$ cat config.mk
export PLATFORM = sky130hd
export DESIGN_NAME = mem_access
export DESIGN_NICKNAME = d
export VERILOG_FILES = /design/src/rtl/mem_access_pkg.sv /design/src/rtl/mem_access_cells.sv /design/src/rtl/mem_access_wait_counter.sv /design/src/rtl/mem_access.sv
export SDC_FILE = /design/constraint.sdc
export NUM_CORES = 1
export LEC_CHECK = 0
export CAP_MARGIN = 20
export CORE_AREA = 2 2 108 110
export DETAILED_ROUTE_END_ITERATION = 10
export DIE_AREA = 0 0 110 112
export DONT_BUFFER_PORTS = 1
export GPL_TIMING_DRIVEN = 0
export MAX_ROUTING_LAYER = met4
export PLACE_DENSITY = 0.66
export SYNTH_ARGS = -nofsm -noshare
export SYNTH_HDL_FRONTEND = slang
export SYNTH_HIERARCHICAL = 1
export SYNTH_SLANG_ARGS = --single-unit
$ cat constraint.sdc
create_clock -name clk -period 10.35 [get_ports clk]
set_input_delay 1.5525 -clock clk [delete_from_list [all_inputs] [get_ports clk]]
set_output_delay 1.5525 -clock clk [all_outputs]
set_load 0.02 [all_outputs]
$ cat src/rtl/mem_access_pkg.sv
// Shared definitions for the memory-access stage.
// Contents:
//   OP_LW / OP_SW    five-bit opcodes, taken from instruction bits [31:27]
//   state_t          FSM encoding: ST_IDLE, ST_REQ, ST_DONE
//   DEF_ADDR_W       default word-address width
//   DEF_TIMEOUT      default ack wait limit, in cycles
//   is_mem_opcode()  true when the opcode is a load or a store
package mem_defs;

  localparam logic [4:0] OP_LW = 5'b01000;
  localparam logic [4:0] OP_SW = 5'b00111;

  localparam int DEF_ADDR_W  = 12;
  localparam int DEF_TIMEOUT = 255;

  typedef enum logic [1:0] {
    ST_IDLE = 2'd0,
    ST_REQ  = 2'd1,
    ST_DONE = 2'd2
  } state_t;

  function automatic logic is_mem_opcode(input logic [4:0] op);
    return (op == OP_LW) || (op == OP_SW);
  endfunction

endpackage

$ cat src/rtl/mem_access_cells.sv
// Basic storage cells that hold the request and data registers.
// dffe_ref : one-bit flop with a write enable and an async active-low clear
//   clk    input  clock, rising edge
//   clr_n  input  asynchronous clear, active low
//   en     input  write enable
//   d      input  next value
//   q      output stored value
// register : WIDTH-bit register built from dffe_ref cells; ports as above
module dffe_ref (
  input  logic clk,
  input  logic clr_n,
  input  logic en,
  input  logic d,
  output logic q
);

  always_ff @(posedge clk or negedge clr_n) begin
    if (!clr_n)  q <= 1'b0;
    else if (en) q <= d;
  end

endmodule

module register #(
  parameter int WIDTH = 32
) (
  input  logic             clk,
  input  logic             clr_n,
  input  logic             en,
  input  logic [WIDTH-1:0] d,
  output logic [WIDTH-1:0] q
);

  for (genvar g = 0; g < WIDTH; g++) begin : g_bit
    dffe_ref u_bit (
      .clk  (clk),
      .clr_n(clr_n),
      .en   (en),
      .d    (d[g]),
      .q    (q[g])
    );
  end

endmodule

$ cat src/rtl/mem_access_wait_counter.sv
// Cycle counter that times how long the stage has waited for a memory ack.
// Ports:
//   clk    input  clock, rising edge
//   clr_n  input  asynchronous clear, active low
//   en     input  count one cycle
//   sclr   input  synchronous clear; takes priority over en
//   tc     output high while enabled and the count equals TC_VAL
// The count stops at its all-ones value and never wraps.
module wait_counter #(
  parameter int WIDTH  = 8,
  parameter int TC_VAL = 254
) (
  input  logic clk,
  input  logic clr_n,
  input  logic en,
  input  logic sclr,
  output logic tc
);

  localparam logic [WIDTH-1:0] TCV  = WIDTH'(TC_VAL);
  localparam logic [WIDTH-1:0] MAXV = '1;

  logic [WIDTH-1:0] r_cnt;

  always_ff @(posedge clk or negedge clr_n) begin
    if (!clr_n)                      r_cnt <= '0;
    else if (sclr)                   r_cnt <= '0;
    else if (en && (r_cnt != MAXV))  r_cnt <= r_cnt + WIDTH'(1);
  end

  assign tc = en && (r_cnt == TCV);

endmodule

$ cat src/rtl/mem_access.sv
// Memory-access pipeline stage.
// Takes an instruction from the X/M pipe register. For an in-range lw or sw
// it holds a registered request on the data-memory port until the memory
// acks or the wait limit expires, and stalls the front of the pipeline while
// it waits. The result then goes to the M/W pipe register.
// Ports:
//   clk                   input   clock, rising edge
//   clr                   input   asynchronous reset, active low
//   xm_insn/alu/b         input   X/M instruction, ALU result, store data
//   xm_exception/overflow input   X/M exception flags
//   xm_valid              input   X/M holds a real instruction
//   mem_req/we/addr/wdata output  registered memory request
//   mem_ack               input   memory completion
//   mem_rdata             input   load data
//   mw_*                  output  M/W pipe values
//   stall                 output  freezes the upstream pipeline
module mem_access
  import mem_defs::*;
#(
  parameter int ADDR_W  = DEF_ADDR_W,
  parameter int TIMEOUT = DEF_TIMEOUT
) (
  input  logic              clk,
  input  logic              clr,
  input  logic [31:0]       xm_insn,
  input  logic [31:0]       xm_alu,
  input  logic [31:0]       xm_b,
  input  logic              xm_exception,
  input  logic              xm_overflow,
  input  logic              xm_valid,
  output logic              mem_req,
  output logic              mem_we,
  output logic [ADDR_W-1:0] mem_addr,
  output logic [31:0]       mem_wdata,
  input  logic              mem_ack,
  input  logic [31:0]       mem_rdata,
  output logic [31:0]       mw_insn,
  output logic [31:0]       mw_alu,
  output logic [31:0]       mw_data,
  output logic              mw_exception,
  output logic              mw_overflow,
  output logic              mw_valid,
  output logic              stall
);

  localparam int CW = $clog2(TIMEOUT + 1);

  state_t      r_state;
  logic        r_timeout;
  logic [31:0] r_data;

  logic        w_is_mem;
  logic        w_is_sw;
  logic        w_in_range;
  logic        w_issue;
  logic        w_oor;
  logic        w_in_req;
  logic        w_tc;
  logic        w_finish;
  logic [31:0] w_cap;

  assign w_is_mem   = xm_valid && is_mem_opcode(xm_insn[31:27]);
  assign w_is_sw    = xm_insn[31:27] == OP_SW;
  assign w_in_range = xm_alu[31:ADDR_W] == '0;
  assign w_issue    = (r_state == ST_IDLE) && w_is_mem && w_in_range;
  assign w_oor      = (r_state == ST_IDLE) && w_is_mem && !w_in_range;
  assign w_in_req   = r_state == ST_REQ;
  // If the ack arrives on the terminal count it takes priority over the timeout.
  assign w_finish   = w_in_req && (mem_ack || w_tc);
  // Only a load that was acked returns data. A store or a timeout returns zero.
  assign w_cap      = (mem_ack && !mem_we) ? mem_rdata : 32'h0;

  wait_counter #(
    .WIDTH (CW),
    .TC_VAL(TIMEOUT - 1)
  ) u_wait (
    .clk  (clk),
    .clr_n(clr),
    .en   (w_in_req),
    .sclr (!w_in_req),
    .tc   (w_tc)
  );

  // mem_req is set on issue and cleared on finish. These events never coincide.
  dffe_ref u_req (
    .clk  (clk),
    .clr_n(clr),
    .en   (w_issue || w_finish),
    .d    (w_issue),
    .q    (mem_req)
  );

  dffe_ref u_we (
    .clk  (clk),
    .clr_n(clr),
    .en   (w_issue),
    .d    (w_is_sw),
    .q    (mem_we)
  );

  register #(.WIDTH(ADDR_W)) u_addr (
    .clk  (clk),
    .clr_n(clr),
    .en   (w_issue),
    .d    (xm_alu[ADDR_W-1:0]),
    .q    (mem_addr)
  );

  register #(.WIDTH(32)) u_wdata (
    .clk  (clk),
    .clr_n(clr),
    .en   (w_issue),
    .d    (xm_b),
    .q    (mem_wdata)
  );

  register #(.WIDTH(32)) u_data (
    .clk  (clk),
    .clr_n(clr),
    .en   (w_finish),
    .d    (w_cap),
    .q    (r_data)
  );

  always_ff @(posedge clk or negedge clr) begin
    if (!clr) begin
      r_state   <= ST_IDLE;
      r_timeout <= 1'b0;
    end else begin
      case (r_state)
        ST_IDLE: if (w_issue) r_state <= ST_REQ;
        ST_REQ: begin
          if (mem_ack) begin
            r_state <= ST_DONE;
          end else if (w_tc) begin
            r_timeout <= 1'b1;
            r_state   <= ST_DONE;
          end
        end
        ST_DONE: begin
          r_timeout <= 1'b0;
          r_state   <= ST_IDLE;
        end
        default: r_state <= ST_IDLE;
      endcase
    end
  end

  assign mw_insn     = xm_insn;
  assign mw_alu      = xm_alu;
  assign mw_overflow = xm_overflow;

  always_comb begin
    stall        = 1'b0;
    mw_valid     = xm_valid;
    mw_data      = 32'h0;
    mw_exception = xm_exception;
    case (r_state)
      ST_IDLE: begin
        stall = w_issue;
        if (w_oor) mw_exception = 1'b1;
      end
      ST_REQ: begin
        stall    = 1'b1;
        mw_valid = 1'b0;
      end
      ST_DONE: begin
        mw_data      = r_data;
        mw_exception = xm_exception || r_timeout;
      end
      default: ;
    endcase
  end

endmodule

Yosys cells after proc, flatten, opt, wreduce, memory -nomap -nowiden. Index checks and enable logic that the tools add are counted.

Bits in registers: 89. Input bits: 134. Output and inout bits: 146. Word-level logic and storage cells: 127.

$add $sub $neg: 1. Equal/unequal tests: 11. Muxes and demuxes: 15. Reductions and logical operators: 19.

Operator list (count): 32-bit two-way mux (2); 20-bit zero test (1); 8-bit two-way mux (2); 8-bit by 1-bit adder with 8-bit output (second input constant) (1); 8-bit equality test (second input constant) (1); 1-bit logical AND (8); 8-bit inequality test (second input constant) (1); 2-bit two-way mux (3); 2-bit inequality test (second input constant) (3); 1-bit one-hot mux with 2 select lines (3); 5-bit by 3-bit equality test with 1-bit output (second input constant) (1); 5-bit by 4-bit equality test with 1-bit output (second input constant) (1); 1-bit logical OR (4); 1-bit two-way mux (4); 2-bit one-hot mux with 2 select lines (1); 3-bit inequality test (second input constant) (1); 3-bit AND reduction (1); 2-bit by 1-bit equality test with 1-bit output (second input constant) (1); 2-bit equality test (second input constant) (1); 1-bit zero test (2); 2-bit zero test (1); 2-bit by 1-bit inequality test with 1-bit output (second input constant) (1); 2-bit AND reduction (1); 2-bit nonzero test (1).

Longest topological paths before layout. Gate-level depths: netlist of run 1.

Depth in word-level cells: 7. Mapped depth: 7. Depth with buffers taken out: 7.

Modules after synthesis. Netlist of run 1, hierarchy kept.

Modules (own cells, without submodules): dffe_ref (times used 78, cells an instance 2, area an instance 40.0 sq um, sequential area each 25.0 sq um); mem_access (times used 1, cells an instance 171, area an instance 1208.7 sq um, sequential area each 75.1 sq um); wait_counter (times used 1, cells an instance 50, area an instance 479.2 sq um, sequential area each 200.2 sq um).

Least setup slack after synthesis of run 1. OpenSTA, ideal clock, no wires.

Path kind: in2reg. Start point: input xm_insn[27]. End point: register u_addr.g_bit[0].u_bit.q. Setup time: 0.129 ns. Arrival time: 4.253 ns. Required time: 10.221 ns. Path slack: 5.968 ns. Stages on the path: 4. Buffers on the path: 0. Cells stage by stage: or4b_4 nand2_1 and4_1 mux2_4.

Longest elaborated chain between the ends: 5. Elaborated cells between the ends (all ways): 6. Those cells by class: 2 x eq/ne; 4 x reduce/logical.

Ends and longest elaborated chain: start: declaration (line mem_access.sv:25) `input logic [31:0] xm_insn,`; 5-bit by 4-bit equality test with 1-bit output / 5-bit by 3-bit equality test with 1-bit output (equally long branches) (line mem_access_pkg.sv:23) `return (op == OP_LW) || (op == OP_SW);`; 1-bit logical OR (*) (line mem_access_pkg.sv:23); 1-bit logical AND (*) (line mem_access.sv:62) `assign w_is_mem = xm_valid && is_mem_opcode(xm_insn[31:27]);`; 1-bit logical AND (*) (2 in a row) (line mem_access.sv:65) `assign w_issue = (r_state == ST_IDLE) && w_is_mem && w_in_range;`; net w_issue (line mem_access.sv:55) `logic w_issue;`; end signal: assignment (line mem_access_cells.sv:18) `if (!clr_n) q <= 1'b0;`; end signal: assignment (line mem_access_cells.sv:19) `else if (en) q <= d;`; end: declaration (line mem_access_cells.sv:14) `output logic q`.

The timed path passes the listed nets; every way through them passes the cells marked *. A chain may end at the register's enable or synchronous reset.

Worst setup path after layout of run 1.
Start point: input xm_insn[27]. End point: output stall.

Longest elaborated chain between the ends: 6. Elaborated cells between the ends (all ways): 7. Those cells by class: 2 x eq/ne; 1 x mux; 4 x reduce/logical.

Ends and longest elaborated chain: 5-bit by 4-bit equality test with 1-bit output / 5-bit by 3-bit equality test with 1-bit output (equally long branches) (line mem_access_pkg.sv:23); 1-bit logical OR (*) (line mem_access_pkg.sv:23); 1-bit logical AND (*) (line mem_access.sv:62); 1-bit logical AND (*) (2 in a row) (line mem_access.sv:65); 1-bit one-hot mux with 2 select lines (*) (line mem_access.sv:158) `case (r_state)`; end: declaration (line mem_access.sv:43) `output logic stall`.

Every way passes the cells marked *; elsewhere a longest branch is shown, timed or not.

==> results of run 1 <==
[final cells by class]
| type | count | area, µm² |
|---|---|---|
| clock buffers | 11 | 253 |
| multi-input cells | 209 | 2050 |
| repair buffers | 1 | 27.5 |
| fillers | 1002 | 5780 |
| inverters | 7 | 26.3 |
| clock inverters | 5 | 110 |
| well taps | 143 | 179 |
| plain buffers | 72 | 514 |
| flip-flops and latches | 89 | 2230 |
[metal layers]
metal | global-route usage | wire (µm) | vias to the layer above
met3 | 0.0451 | 1150 | 15
met4 | 0.0802 | 185 | 0
li1 | - | - | 1254
met2 | 0.283 | 5240 | 187
met5 | - | 0 | -
met1 | 0.173 | 3740 | 1333
[kinds of logic after synthesis]
logic type               Yosys count  synth area share
adder cells (fa/ha/maj)            2           0.00520
AND/OR/NAND/NOR                  108             0.143
AO/OA/AOI/OAI                     19            0.0283
buffers and inverters             79             0.112
multiplexers                      80             0.248
flip-flops                        89             0.463
[power by group through the flow]
stage | Clock (mW) | Combinational, mW | Sequential, mW
after CTS | 0.393 | 0.0570 | 0.355
after global placement | 0 | 0.0563 | 0.362
after detailed placement | 0 | 0.0568 | 0.362
after global routing | 0.411 | 0.0595 | 0.356
after floorplan | 0 | 0.0525 | 0.361
final | 0.382 | 0.0564 | 0.355
[registers in the layout, summed over array words and instances, names as in the netlist]
signal,count
u_wdata/g_bit.u_bit/q,32
u_addr/g_bit.u_bit/q,12
u_we/q,1
u_req/q,1
u_wait/r_cnt,8
r_timeout,1
u_data/g_bit.u_bit/q,32
r_state,2
[worst paths after layout]
kind | slack, ps | end | depth (start not counted)
max | 6080 | stall | 4
min | 500 | u_data/g_bit[3].u_bit/q | 1
max reg2reg | 7660 | u_data/g_bit[13].u_bit/q | 8
min reg2reg | 500 | u_data/g_bit[3].u_bit/q | 1
max in group asynchronous | 9320 | u_wdata/g_bit[5].u_bit/q | 0
min in group asynchronous | 910 | u_addr/g_bit[0].u_bit/q | 0
[layout by cell type (no fill, tap or decap), types with 3 or more instances in the layout]
cell type / netlist / layout
a211oi_1: 3 / 3
a21oi_1: 4 / 4
and2_1: 65 / 65
buf_4: 65 / 65
bufinv_16: 0 / 3
clkbuf_1: 6 / 6
clkbuf_16: 0 / 9
dfrtp_1: 89 / 89
inv_1: 6 / 6
mux2_4: 78 / 78
nand2_1: 5 / 5
nand3_1: 3 / 3
nor2_1: 8 / 7
nor2b_1: 3 / 3
nor3_1: 4 / 4
nor4_1: 4 / 4
[stage by stage]
step                instances  cell area [µm²]   util  power [mW]  worst slack (ps)
floorplan                 377             4810      -       0.413              5970
global placement          520             4990  0.447       0.418              5390
detailed placement        521             5030  0.450       0.419              6070
CTS                       537             5390  0.482       0.805              6070
global route              537             5390  0.482       0.826              6030
finish                    537             5390  0.482       0.794              6080
==> out/qor.csv, run 1 <==
metric,value,unit
min-delay src,u_data/g_bit[3].u_bit/q,
outcome,"complete, no violations",
final hold slack,503,ps
Synth top area share,0.463,
area grow syn2layout,12.0,%
largest net degree at the start of global routing,90,
Worst R2R Start,r_state[1],
Die Ht,112,µm
Worst Setup SP,xm_insn[27],
number of antenna cells inserted,0,
Clock Sinks,89,
CP Launch Type,input port,
CP max-delay cell,or4b_4,
share of layout cells above drive strength 1,0.439,
grt total ovfl,0,
switching share of total power,0.204,
clk_lat worst skew,340,ps
CTS resizes,0,
Core Area,11200,µm²
Worst Tran Pin Value,870,ps
Pleak,2.59,nW
HPWL Detailed,7900,µm
skew final,8.78,ps
Top-Level Pins,280,
Pint,0.632,mW
synthesized area per cell,12.8,µm²
clock power share,0.481,
Fin Setup TNS,0,ps
Comb power frac,0.071,
synthesized area,4810,µm²
Unique masters post-synth,40,
Buf/Inv on CP,0,
DR vias/cell,5.19,
"Max FO, Critical Path",3,
Hold Crit Class,reg -> reg,
syn nets,513,
Root Driver,clkbuf_16,
global-route wire length before repair,15000,µm
Critical Path AT,2720,ps
GP Congestion,0.819,
CTS tree,yes,
register share of total power,0.448,
DIE WIDTH,110,µm
# nets final,525,
Slew Limit Fails,0,
commonest cells in the netlist,"dfrtp_1 (89), mux2_4 (78), and2_1 (65), buf_4 (65), nor2_1 (8)",
switching power total,0.162,mW
Async SR Flop Fraction,1.00,
initial DRC count,100,
First-pass DRT Iterations,4,
register area share after synthesis,0.463,
PD cells,147,nW/µm²
row count,39,
vias in the first global route,2876,
Crit path largest cell delay,530,ps
unrepaired setup endpoints after global routing,no,
Main synth FF type,dfrtp_1,
Mapped Cells,377,
Yosys warnings,6,
"CP delay by family, top",simple AND/OR/NAND/NOR gates,
cells along the critical path,or4b_4 > a21boi_2 > nand3_2 > a21oi_2,
Num CTS Buffers,9,
"EDFF count, synth",0,
leading post-synthesis cells by cell area,"dfrtp_1 (46%), mux2_4 (24%), buf_4 (10%), and2_1 (8.5%), nor2_1 (0.62%)",
initial antenna violation count,0,
critical path class,in -> out,
gr usage total,0.166,
max cap viols,0,
Antenna Nets Post-Route,0,
H-tree Lvls,3,
vias after detailed routing,2789,
DRC violations left,0,
Wirelength per Cell,19.2,µm
CTS Hold Bufs,0,
DRT Wirelength,10300,µm
Final setup viols,0,
most common cell in the netlist,dfrtp_1,
Period minus WS final,4270,ps
Max Fclk,0.234,GHz
Buffers on Ports,0,
die area,12300,µm²
final worst-path cycle share,0.412,
Worst-path clk slew,60,ps
starting density of the core,0.431,
Max clock buf depth,2,
Max VDD drop,0.0648,mV
Fin. Hold Viols,0,
Synth Register Bits,89,
CP endpoint kind,primary output,
Slew HR,0.420,
"Req. time, crit path",8800,ps
Post-CTS Setup Repair Bufs,0,
Yosys top cell by area,dfrtp_1,
Note: power is estimated with default switching activity, not from simulation.
==> inputs of run 2 (changes only) <==
Settings changed: PLACE_DENSITY 0.66 to 0.68.
Clock period 10.35 ns to 3.6 ns, I/O delays scaled along.
==> out/qor.csv, run 2 (synthesized netlist as in run 1, its figures left out) <==
metric,value,unit
max cap viols,0,
Post-CTS Setup Repair Bufs,0,
Final WS setup,872,ps
starting density of the core,0.431,
initial DRC count,165,
CP endpoint kind,flip-flop,
die area,12300,µm²
H-tree Lvls,3,
Place WS,848,ps
Top-Level Pins,280,
DIE WIDTH,110,µm
DRT Wirelength,10700,µm
Wirelength per Cell,19.9,µm
GP Congestion,0.858,
"Max FO, Critical Path",17,
Crit path largest cell delay,570,ps
# nets final,526,
cells along the critical path,nand2b_1 > inv_2 > nand3_2 > nor3_1 > nor2_1 > nor2_4 > buf_16 > mux2_4,
final worst-path cycle share,0.758,
area grow syn2layout,11.2,%
Worst-path clk slew,70,ps
vias after detailed routing,2818,
largest registers,"u_data/g_bit.u_bit/q x32, u_wdata/g_bit.u_bit/q x32, u_addr/g_bit.u_bit/q x12",
Max Fclk,0.367,GHz
critical path class,reg -> reg,
HPWL Detailed,8070,µm
Final setup viols,0,
CTS Hold Bufs,1,
outcome,"complete, no violations",
placed cell count,521,
Slew HR,0.402,
highest-count cells in the layout ignoring fill and taps,"dfrtp_1 (89), mux2_4 (78), and2_1 (65), buf_4 (65), clkbuf_16 (9)",
Buffers on Ports,0,
global-route wire length before repair,15500,µm
Clock Sinks,89,
First-pass DRT Iterations,4,
Antenna Nets Post-Route,0,
CTS resizes,0,
DRC violations left,0,
CP max-delay cell,nor2_4,
grt total ovfl,0,
largest net degree at the start of global routing,90,
Worst Tran Pin Value,897,ps
"Req. time, crit path",3820,ps
CTS tree,yes,
final hold slack,88.0,ps
Finished Layout Cells,539,
share of layout cells above drive strength 1,0.438,
clk_lat worst skew,330,ps
Num CTS Buffers,9,
Period minus WS final,2730,ps
Hold Crit Class,in -> async,
Root Driver,clkbuf_16,
Core Area,11200,µm²
CP Launch Type,flip-flop,
"commonest non-fill, non-tap cell in the layout",dfrtp_1,
vias in the first global route,2904,
skew final,7.78,ps
design area,5350,µm²
Max VDD drop,0.170,mV
Max clock buf depth,2,
Fin. Hold Viols,0,
Slew Limit Fails,0,
Critical Path AT,2950,ps
gr usage total,0.172,
unrepaired setup endpoints after global routing,no,
DR vias/cell,5.23,
Pleak,2.56,nW
Placed Area,5030,µm²
Die Ht,112,µm
row count,39,
Fillers,976,
initial antenna violation count,1,
PD cells,398,nW/µm²
run 2: where the power goes:
group          switching [mW]  total (mW)  internal (mW)  leakage, nW
Clock                   0.384       0.925          0.541        0.143
Sequential            0.00746        1.02           1.01         1.22
Combinational           0.100       0.184         0.0836         1.20
Total                   0.492        2.13           1.64         2.56
run 2: worst max-delay path: cells and delay by family (launching register included):
family	cells	cell delay, ps
buffers and inverters	2	440
flip-flops	1	450
multiplexers	1	310
AND/OR/NAND/NOR	5	1400
run 2: area by class of cell:
cell class                 count  area (µm²)  area share
sequential                    89        2230       0.416
multi-input combinational    209        2050       0.384
inverter                       7        26.3     0.00491
tap                          143         179      0.0334
buffer                        72         514      0.0961
clock inverter                 6        65.1      0.0122
clock buffer                  10         229      0.0428
timing repair buffer           2        55.1      0.0103
antenna                        1        2.50    0.000468
run 2: path summary, 6_finish.rpt:
| kind | from | endpoint | slack (ps) | cells past startpoint |
|---|---|---|---|---|
| setup reg to reg | r_state[1] | u_data/g_bit[12].u_bit/q | 870 | 8 |
| min in group clk | xm_alu[6] | u_addr/g_bit[6].u_bit/q | 350 | 1 |
| hold / removal | clr | u_data/g_bit[8].u_bit/q | 90 | 1 |
| hold reg to reg | u_data/g_bit[27].u_bit/q | u_data/g_bit[27].u_bit/q | 510 | 1 |
| max in group asynchronous | clr | u_wait/r_cnt[4] | 3110 | 1 |
| setup / recovery | r_state[1] | u_data/g_bit[12].u_bit/q | 870 | 8 |
run 2: metal layers:
layer  part of all wire  global-route usage  up-vias
met2               0.51               0.292      173
met5                  0                   -        -
met4              0.016              0.0506        0
li1                   -                   -     1253
met1               0.38               0.195     1382
met3              0.094              0.0474       10
run 2: metrics by stage:
| stage | power, mW | util | setup TNS, ps |
|---|---|---|---|
| after global placement | 1.20 | 0.447 | -12290 |
| after detailed placement | 1.20 | 0.450 | 0 |
| after global routing | 2.23 | 0.479 | 0 |
| final | 2.13 | 0.479 | 0 |
| after CTS | 2.16 | 0.479 | 0 |
| after floorplan | 1.19 | - | 0 |
